===== src/rtl/pipe_stage_skid_pkg.sv =====
// Shared definitions for the pipeline boundary registers: bubble constants,
// occupancy type and per-boundary bundle widths.
package pipe_stage_skid_pkg;

  typedef logic [1:0] occ_t;

  localparam logic [31:0] RV32_NOP = 32'h0000_0013;

  localparam int FD_WIDTH = 72;
  localparam int DE_WIDTH = 72;
  localparam int EM_WIDTH = 72;
  localparam int MW_WIDTH = 72;

  localparam int CTRL_WIDTH = FD_WIDTH - 64;

  // F/D bundle: instruction word in the low bits so a zero control field plus
  // an RV32 NOP forms a harmless bubble.
  typedef struct packed {
    logic [CTRL_WIDTH-1:0] ctrl;
    logic [31:0]           pc;
    logic [31:0]           instr;
  } fd_bundle_t;

  localparam fd_bundle_t FD_BUBBLE = '{ctrl: '0, pc: '0, instr: RV32_NOP};

endpackage


===== src/rtl/pipe_stage_skid_if.sv =====
// Valid/ready/data handshake between adjacent pipeline stages.
interface pipe_stage_skid_if #(
  parameter int WIDTH = 72
);
  logic             valid;
  logic             ready;
  logic [WIDTH-1:0] data;

  modport master (output valid, output data, input ready);
  modport slave  (input valid, input data, output ready);
endinterface


===== src/rtl/pipe_stage_skid.sv =====
// Pipeline boundary register with a 2-entry skid buffer so up.ready is a flop,
// synchronous flush and bubble substitution while empty.
module pipe_stage_skid
  import pipe_stage_skid_pkg::*;
#(
  parameter int               WIDTH        = 72,
  parameter logic [WIDTH-1:0] BUBBLE_VAL   = '0,
  parameter bit               BUBBLE_ON_IV = 1'b1
) (
  input  logic               clk,
  input  logic               rst,
  input  logic               flush,
  pipe_stage_skid_if.slave   up,
  pipe_stage_skid_if.master  dn,
  output occ_t               occupancy
);

  logic             valid_m;
  logic             valid_s;
  logic             in_ready_q;
  logic [WIDTH-1:0] data_m;
  logic [WIDTH-1:0] data_s;

  logic in_fire;
  logic out_fire;
  logic valid_m_nxt;
  logic valid_s_nxt;
  logic load_m_in;
  logic load_m_s;
  logic load_s;

  assign in_fire  = up.valid & in_ready_q;
  assign out_fire = valid_m & dn.ready;

  always_comb begin
    valid_m_nxt = valid_m;
    valid_s_nxt = valid_s;
    load_m_in   = 1'b0;
    load_m_s    = 1'b0;
    load_s      = 1'b0;
    if (!valid_m) begin
      if (in_fire) begin
        valid_m_nxt = 1'b1;
        load_m_in   = 1'b1;
      end
    end else if (out_fire) begin
      if (valid_s) begin
        load_m_s    = 1'b1;
        valid_s_nxt = 1'b0;
      end else if (in_fire) begin
        load_m_in   = 1'b1;
      end else begin
        valid_m_nxt = 1'b0;
      end
    end else if (in_fire) begin
      // downstream stalled: park the new bundle behind M
      valid_s_nxt = 1'b1;
      load_s      = 1'b1;
    end
  end

  always_ff @(posedge clk or negedge rst) begin
    if (!rst) begin
      valid_m    <= 1'b0;
      valid_s    <= 1'b0;
      data_m     <= BUBBLE_VAL;
      data_s     <= BUBBLE_VAL;
      in_ready_q <= 1'b1;
    end else if (flush) begin
      valid_m    <= 1'b0;
      valid_s    <= 1'b0;
      data_m     <= BUBBLE_VAL;
      data_s     <= BUBBLE_VAL;
      in_ready_q <= 1'b1;
    end else begin
      valid_m    <= valid_m_nxt;
      valid_s    <= valid_s_nxt;
      in_ready_q <= ~valid_s_nxt;
      if (load_m_in) begin
        data_m <= up.data;
      end else if (load_m_s) begin
        data_m <= data_s;
      end
      if (load_s) begin
        data_s <= up.data;
      end
    end
  end

  assign up.ready  = in_ready_q;
  assign dn.valid  = valid_m;
  assign dn.data   = (BUBBLE_ON_IV && !valid_m) ? BUBBLE_VAL : data_m;
  assign occupancy = {1'b0, valid_m} + {1'b0, valid_s};

  a_no_fire_when_skid_full: assert property (@(posedge clk) disable iff (!rst)
    !(in_fire && valid_s));

  a_hold_on_stall: assert property (@(posedge clk) disable iff (!rst)
    (dn.valid && !dn.ready && !flush) |=> $stable(dn.data));

  a_skid_implies_main: assert property (@(posedge clk) disable iff (!rst)
    !(valid_s && !valid_m));

endmodule


===== src/flat_wrapper.sv =====
// flat-port wrapper written by rule: the top's interface ports become plain ports
module pipe_stage_skid_flat import pipe_stage_skid_pkg::*;
#(
  parameter int               WIDTH        = 72,
  parameter logic [WIDTH-1:0] BUBBLE_VAL   = '0,
  parameter bit               BUBBLE_ON_IV = 1'b1
)
  (clk, rst, flush, occupancy, up_valid, up_data, up_ready, dn_valid, dn_data, dn_ready);
  pipe_stage_skid_if #(.WIDTH(WIDTH)) up_i ();
  pipe_stage_skid_if #(.WIDTH(WIDTH)) dn_i ();
  input  logic clk;
  input  logic rst;
  input  logic flush;
  output occ_t occupancy;
  input wire logic [$bits(up_i.valid)-1:0] up_valid;
  input wire logic [$bits(up_i.data)-1:0] up_data;
  output wire logic [$bits(up_i.ready)-1:0] up_ready;
  output wire logic [$bits(dn_i.valid)-1:0] dn_valid;
  output wire logic [$bits(dn_i.data)-1:0] dn_data;
  input wire logic [$bits(dn_i.ready)-1:0] dn_ready;
  assign up_i.valid = up_valid;
  assign up_i.data = up_data;
  assign up_ready = up_i.ready;
  assign dn_valid = dn_i.valid;
  assign dn_data = dn_i.data;
  assign dn_i.ready = dn_ready;
  pipe_stage_skid #(.WIDTH(WIDTH), .BUBBLE_VAL(BUBBLE_VAL), .BUBBLE_ON_IV(BUBBLE_ON_IV)) u_core (.clk(clk), .rst(rst), .flush(flush), .up(up_i), .dn(dn_i), .occupancy(occupancy));
endmodule

===== config.mk =====
export PLATFORM = sky130hd
export DESIGN_NAME = pipe_stage_skid_flat
export DESIGN_NICKNAME = d
export VERILOG_FILES = /design/src/rtl/pipe_stage_skid_pkg.sv /design/src/rtl/pipe_stage_skid_if.sv /design/src/rtl/pipe_stage_skid.sv /design/src/flat_wrapper.sv
export SDC_FILE = /design/constraint.sdc
export NUM_CORES = 1
export LEC_CHECK = 0
export BUFFER_PORTS_ARGS = -buffer_cell sky130_fd_sc_hd__buf_2
export CAP_MARGIN = 20
export CORE_MARGIN = 1
export CORE_UTILIZATION = 35
export CTS_CLUSTER_SIZE = 10
export DETAILED_ROUTE_END_ITERATION = 8
export PLACE_DENSITY = 0.68
export SYNTH_ARGS = -nofsm -noshare
export SYNTH_HDL_FRONTEND = slang
export SYNTH_SLANG_ARGS = --single-unit

===== constraint.sdc =====
create_clock -name clk -period 1.5 [get_ports clk]
set_input_delay 0.075 -clock clk [delete_from_list [all_inputs] [get_ports clk]]
set_output_delay 0.075 -clock clk [all_outputs]
set_load 0.03 [all_outputs]

==> results.md, run 1 <==
* Outcome: finished, violations left
* Failing checks: setup timing
* # diodes at 0
* Final number of hold-violating endpoints at 0
* CTS tree: built
* Main synth FF type: dfrtp_1
* Layout cell share with drive strength beyond 1 at 0.532
* Reg clk slew, reported paths at ~0.060 ns
* Iter 0 DRT Violations at 244
* Final Setup Violations at ~210
* Max-slew headroom at 0.745
* Synth cell types at 25
* Worst min path class: in2async
* Wirelength per Cell at 21.0 um
* DR vias at 5,395
* Post-route DRC at 0
* WL met1 at 9.69 mm
* Largest net degree at the start of global routing at 43
* GR Overflow Total at 0
* RSZ-0062 raised after global routing: true
* Initial Util at 0.360
* Synthesized area at about 7100 um^2
* Global placer's final weighted congestion at around 0.76
* Slew Limit Fails at 0
* Post-synth EDFFs at 0
* Clock sink count at about 150
* Flops & latches, synth at around 150
* Worst setup SP type: flip-flop
* DRT Pass-1 Iters at 5
* Die footprint at 20,800 um^2
* Crit. End Element: flip-flop
* Layout filler cell count at between 1,500 and 2,000
* Yosys top cell by area: dfrtp_1
* Critical path type: reg2reg
* Row cnt at 51
* Fin crit period at approximately 1.7 ns
* Worst setup margin at -0.168 ns
* Met2 wire length at ~11 mm
* Synth cell count leaders: 146 x dfrtp_1, 72 x a22o_1, 72 x and2_1, 72 x mux2i_1, 70 x o2bb2ai_2
* Chip Height at around 140 um
* Lkg Pwr at between 0.004 and 0.005 uW
* Gr usage total at 0.197
* Clk root buf: clkbuf_16
* F_max at 600 MHz
* Top Layer Used: met4
* Final WL at approximately 22 mm
* RR Startpoint: u_core.dn.valid
* Worst EP arrival at about 2.0 ns
* Worst slack at placement at -0.153 ns
* Slew @ Worst Pin at approximately 0.38 ns
* Syn nets at just under 600
* Insertion delay to the later sink of the worst-skew pair at between 0.4 and 0.5 ns
* Total Power at between 10,000 and 15,000 uW
* Syn Area/Cell at roughly 14 um^2
* Detailed Place HPWL at 11.4 mm
* P per Cell Area at between 900 and 1000 nW/um^2
* Vias in the first global route at approximately 5,700
* Clock buffer depth at 2
* Ports at around 150
* FFs w/ async S/R, synth at 1.00
* Final ANT Viol Nets at 0
* Crit path launch: u_core.dn.valid
* Synth area leaders: dfrtp_1 52%, o2bb2ai_2 15%, mux2i_1 10%, a22o_1 8.9%, and2_1 6.4%
* H-tree lvl count at 4
* Final Skew at a little over 0.005 ns
* Core area at 19,700 um^2
* Worst VDD drop at a little over 700 uV
* # Max-Cap Violations at 0
* First-pass GRT wire length at between 30 and 40 mm
* Post-synthesis sequential area ratio at 0.520
* YS warnings at 0
* Met3 Wirelength at between 800 and 900 um
* Vias/cell at 5.21
* CTS buffer count at 17
* I/O Buffers at about 150
* Final nets at between 800 and 900
* Period Utilization, post-route at 1.11
* CP Data Required Time at around 1.8 ns
* Synth top area share at 0.517
* Die Wd at ~140 um
* Final core occ at 0.557
* Most common cell in the netlist: dfrtp_1
* Max Fanout on Critical Path at 13
* Area Overhead vs Synth at 54.7%
* Cells after Synth at ~500
* Initial antenna violation count at 0
## registers in the layout (all words and copies together) (netlist names)
| name | count |
|---|---|
| u_core.data_s | 72 |
| u_core.up.ready | 1 |
| u_core.dn.valid | 1 |
| u_core.valid_s | 1 |
| u_core.data_m | 72 |
## layout make-up
class                           count  area, um^2  share of cell area
Inverter                            1        3.75            0.000343
Multi-Input combinational cell    305        3450               0.315
Timing Repair Buffer              288        2890               0.264
Tap cell                          265         332              0.0303
Clock inverter                      9         133              0.0121
Clock buffer                       21         450              0.0412
Sequential cell                   147        3680               0.336
## layer usage
metal	up-vias	global-route usage
met5	-	0
met4	0	0.0554
met3	21	0.0387
met2	174	0.329
met1	2805	0.260
li1	2395	-
## worst max-delay path: stages (launching register included)
cell and delay [ns]:
dfrtp_2 0.49, buf_6 0.16, a21oi_4 0.14, buf_8 0.13, buf_12 0.11, buf_12 0.17, mux2i_2 0.26, o2bb2ai_2 0.07
## cell families after synthesis
| group | Yosys count | synth area share |
|---|---|---|
| compound gates | 149 | 0.245 |
| fa+ha+maj | 1 | 0.00177 |
| buf+inv | 47 | 0.0584 |
| flops | 147 | 0.520 |
| mux | 72 | 0.102 |
| simple gates | 83 | 0.0729 |
## repair_timing
action / 4_1_cts / 5_1_grt
buffers inserted: 11 / 6
resized for setup: 71 / 229
cloned: 6 / 9
endpoints found under the hold margin: 291 / 0
endpoints found under the setup margin: 219 / 220
hold buffers: 76 / 0
pin swaps: 0 / 9
## power breakdown
| part | internal (uW) | switching [uW] | total (uW) | leakage, uW |
|---|---|---|---|---|
| clock network | 2640 | 1650 | 4290 | 0.000279 |
| logic | 1020 | 975 | 1990 | 0.00263 |
| registers | 4110 | 125 | 4240 | 0.00202 |
## worst paths after layout
check,end,slack [ns],depth (start not counted)
setup reg to reg,u_core.data_m[69],-0.17,7
hold / removal,u_core.data_m[45],0.14,2
hold reg to reg,u_core.data_m[46],0.49,1
max in group asynchronous,u_core.up.ready,0.76,3
setup / recovery,u_core.data_m[69],-0.17,7
min in group clk,u_core.data_m[37],0.29,4
## layout by cell type (no fill, tap or decap)
cell type	synthesis	final
dfrtp_1	146	145
dlygate4sd3_1	0	76
buf_2	13	75
a22o_1	72	72
o2bb2ai_2	70	70
buf_6	7	55
and2_4	0	47
buf_4	10	37
mux2i_1	72	30
mux2i_2	0	26
and2_1	72	25
clkbuf_16	0	23
buf_12	8	23
mux2i_4	0	16
clkbuf_4	0	7
buf_16	0	5
buf_8	0	4
clkbuf_1	8	3
bufinv_16	0	3
nand2b_4	0	2
nand2_1	3	2
a21oi_1	2	2
nor2_4	0	2
o2bb2ai_1	2	2
clkinv_2	0	2
clkinv_4	0	2
clkinvlp_4	0	2
a31oi_1	1	1
a211oi_1	1	1
inv_1	1	1
nand2_4	0	1
nand3_2	0	1
nor2_2	1	1
nor3_4	1	1
nor2b_1	1	1
a21oi_4	0	1
ha_2	0	1
clkbuf_8	0	1
dfrtp_2	0	1
dfstp_2	1	1
## stage by stage
stage	setup TNS (ns)	hold slack [ns]	cells	area [um^2]
2_1_floorplan	-6.14	-0.221	499	7080
3_3_place_gp	-3.15	0.0121	899	8210
3_5_place_dp	-7.51	0.0146	899	8210
4_1_cts	-18.10	0.131	1022	10100
5_1_grt	-31.37	0.153	1036	10900
6_report	-19.53	0.135	1036	10900
Power figures use the tool's default switching activity.
==> run 2: changes to the inputs <==
==> constraint.sdc (replaced) <==
create_clock -name clk -period 1.5 [get_ports clk]
set_input_delay 0.3 -clock clk [delete_from_list [all_inputs] [get_ports clk]]
set_output_delay 0.3 -clock clk [all_outputs]
set_load 0.03 [all_outputs]
==> run 2 against run 1 <==
Net effect:
- the run still ends with setup timing left
- sequential power about the same
- clock power fell by 6.5%
- global-route usage fell by 0.86 points
- routed wire length fell by 0.94%
- count of clock-buffer cells in the layout decreased by 2
- critical path depth unchanged
- core utilization shrank 0.59 points
- critical path type unchanged
- largest cell class is now multi-input gates
==> results.md, run 2 (synthesized netlist as in run 1, its figures left out) <==
* Outcome: finished, violations left
* Failing checks: setup timing
* Slowest CP cell: dfrtp_2
* Max Fanout on Critical Path at 5 (-8)
* Insertion delay to the later sink of the worst-skew pair at 0.42 ns (about the same)
* Final number of hold-violating endpoints at 0 (unchanged)
* Area Overhead vs Synth at 53.1%
* Layout cell share with drive strength beyond 1 at 0.637 (+0.105)
* Final nets at 778 (-7.2%)
* Sequential Power Share at 0.414 (+0.011)
* Worst slack at placement at -0.133 ns (+0.0203 ns)
* CP Data Required Time at 1.80 ns (about the same)
* I/O Buffers at 152 (unchanged)
* Worst setup margin at -0.315 ns (-0.148 ns)
* Gr usage total at 0.189 (-0.00859)
* Switching Share at 0.281 (+0.0201)
* Detailed Place HPWL at 11.6 mm (+2.5%)
* RSZ-0062 raised after global routing: true
* Ports at 153 (unchanged)
* First-pass GRT wire length at 29.8 mm (-3.8%)
* Register area at 3680 um^2 (unchanged)
* Biggest regs: u_core.data_m: 72 flops, u_core.data_s: 72 flops
* Chip Height at 144 um (unchanged)
* DRT Pass-1 Iters at 5 (unchanged)
* Net Sw Power at 2880 uW (+5.0%)
* CTS buffer count at 17 (unchanged)
* P per Cell Area at 947 nW/um^2 (-1.5%)
* Critical path, cell by cell: buf_12 > buf_4 > a21oi_4 > buf_6 > clkbuf_16 > mux2i_4 > o2bb2ai_4
* GR Overflow Total at 0 (unchanged)
* Crit. End Element: flip-flop
* Post-route DRC at 0 (unchanged)
* Final Skew at 0.0114 ns (+0.00639 ns)
* Global placer's final weighted congestion at 0.795 (+4.5%)
* Total Power at 10,300 uW (-2.5%)
* Core area at 19,700 um^2 (unchanged)
* Initial antenna violation count at 2 (+2)
* Area of the multi-input gates at 3910 um^2 (+13%)
* Top delay family on crit path: buffers and inverters
* Lkg Pwr at 0.00481 uW (-2.5%)
* H-tree lvl count at 4 (unchanged)
* Die footprint at 20,800 um^2 (unchanged)
* Final Setup Violations at 220 (+3.3%)
* Max-slew headroom at 0.769 (+0.0239)
* Final ANT Viol Nets at 0 (unchanged)
* # Max-Cap Violations at 0 (unchanged)
* Worst Path Buf+Inv at 4 (unchanged)
* Worst setup SP type: flip-flop
* Reg clk slew, reported paths at 0.06 ns (about the same)
* Die Wd at 144 um (unchanged)
* Period Utilization, post-route at 1.21 (+0.0983)
* Delay of the slowest cell on the worst path at 0.47 ns (-0.02 ns)
* Most common cell after layout, fill and taps aside: dfrtp_1
* Clock buffer depth at 2 (unchanged)
* Row cnt at 51 (unchanged)
* Fin crit period at 1.82 ns (+0.148 ns)
* Clk pwr share at 0.391 (-0.016)
* Clk root buf: clkbuf_16
* Clock sink count at 147 (unchanged)
* DR vias at 5,197 (-3.7%)
* CTS tree: built
* Slew Limit Fails at 0 (unchanged)
* Comb pwr share at 0.195 (+0.005)
* Largest net degree at the start of global routing at 54 (+26%)
* Wirelength per Cell at 22.1 um (+4.8%)
* Critical path type: reg2reg
* Vias/cell at 5.31 (+1.9%)
* Vias in the first global route at 5,431 (-3.9%)
* Worst min path class: in2reg
* Most frequent cells in the layout: 145 x dfrtp_1, 96 x buf_2, 72 x a22o_1, 69 x buf_6, 52 x o2bb2ai_2
* Final WL at 21.6 mm (-0.94%)
* Layout filler cell count at 1,595 (+3.8%)
* Worst EP arrival at 2.12 ns (+0.16 ns)
* Initial Util at 0.360 (unchanged)
* F_max at 551 MHz (-8.1%)
* Worst VDD drop at 679 uV (-6.6%)
* Slew @ Worst Pin at 0.347 ns (-0.0359 ns)
* Internal Power at 7370 uW (-5.2%)
* Iter 0 DRT Violations at 236 (-3.3%)
## run 2: final timing paths
kind | startpoint | endpoint | slack, ns | cells after the start
hold reg to reg | u_core.data_m[40] | u_core.data_m[40] | 0.49 | 1
setup reg to reg | u_core.dn.valid | u_core.data_m[50] | -0.32 | 7
hold / removal | up_data[34] | u_core.data_s[34] | 0.12 | 2
setup / recovery | u_core.dn.valid | u_core.data_m[50] | -0.32 | 7
min in group asynchronous | rst | u_core.data_m[44] | 0.33 | 2
max in group asynchronous | rst | u_core.data_s[51] | 0.53 | 3
## run 2: timing repair
action	in CTS	in global routing
pin swaps	27	39
setup endpoints to repair	218	220
endpoints found under the hold margin	29	0
cloned	4	19
setup buffers	8	8
resized for setup	114	181
hold buffers	1	0
## run 2: area by class of cell
type	instances	share of cell area
multi-input combinational	307	0.361
sequential	147	0.340
timing repair buffer	226	0.218
clock buffer	19	0.0400
tap	265	0.0306
clock inverter	13	0.0103
inverter	1	0.000347
antenna	1	0.000231
## run 2: per-layer routing
layer,vias up,wire length (um),GRT usage,share of wire
li1,2302,-,-,-
met1,2684,9630,0.254,0.45
met2,184,10500,0.298,0.48
met3,25,1220,0.0530,0.057
met4,2,265,0.0493,0.012
met5,-,14,0,0.00065
## run 2: stage by stage
step | utilization | hold WS, ns | instances | setup TNS [ns] | area (um^2)
finish | 0.551 | 0.115 | 979 | -45.45 | 10800
global placement | 0.425 | 0.197 | 907 | -1.52 | 8360
global route | 0.551 | 0.105 | 979 | -56.59 | 10800
detailed placement | 0.425 | 0.209 | 907 | -6.27 | 8360
CTS | 0.480 | 0.0914 | 952 | -41.11 | 9430
floorplan | - | 0.00441 | 499 | -6.14 | 7150
## run 2: power by group through the flow
stage | clock network [uW] | registers, uW | logic, uW
floorplan | 0 | 4270 | 829
global placement | 0 | 4280 | 1290
detailed placement | 0 | 4290 | 1330
CTS | 4090 | 4220 | 1460
global route | 4270 | 4260 | 2100
finish | 4010 | 4250 | 2000
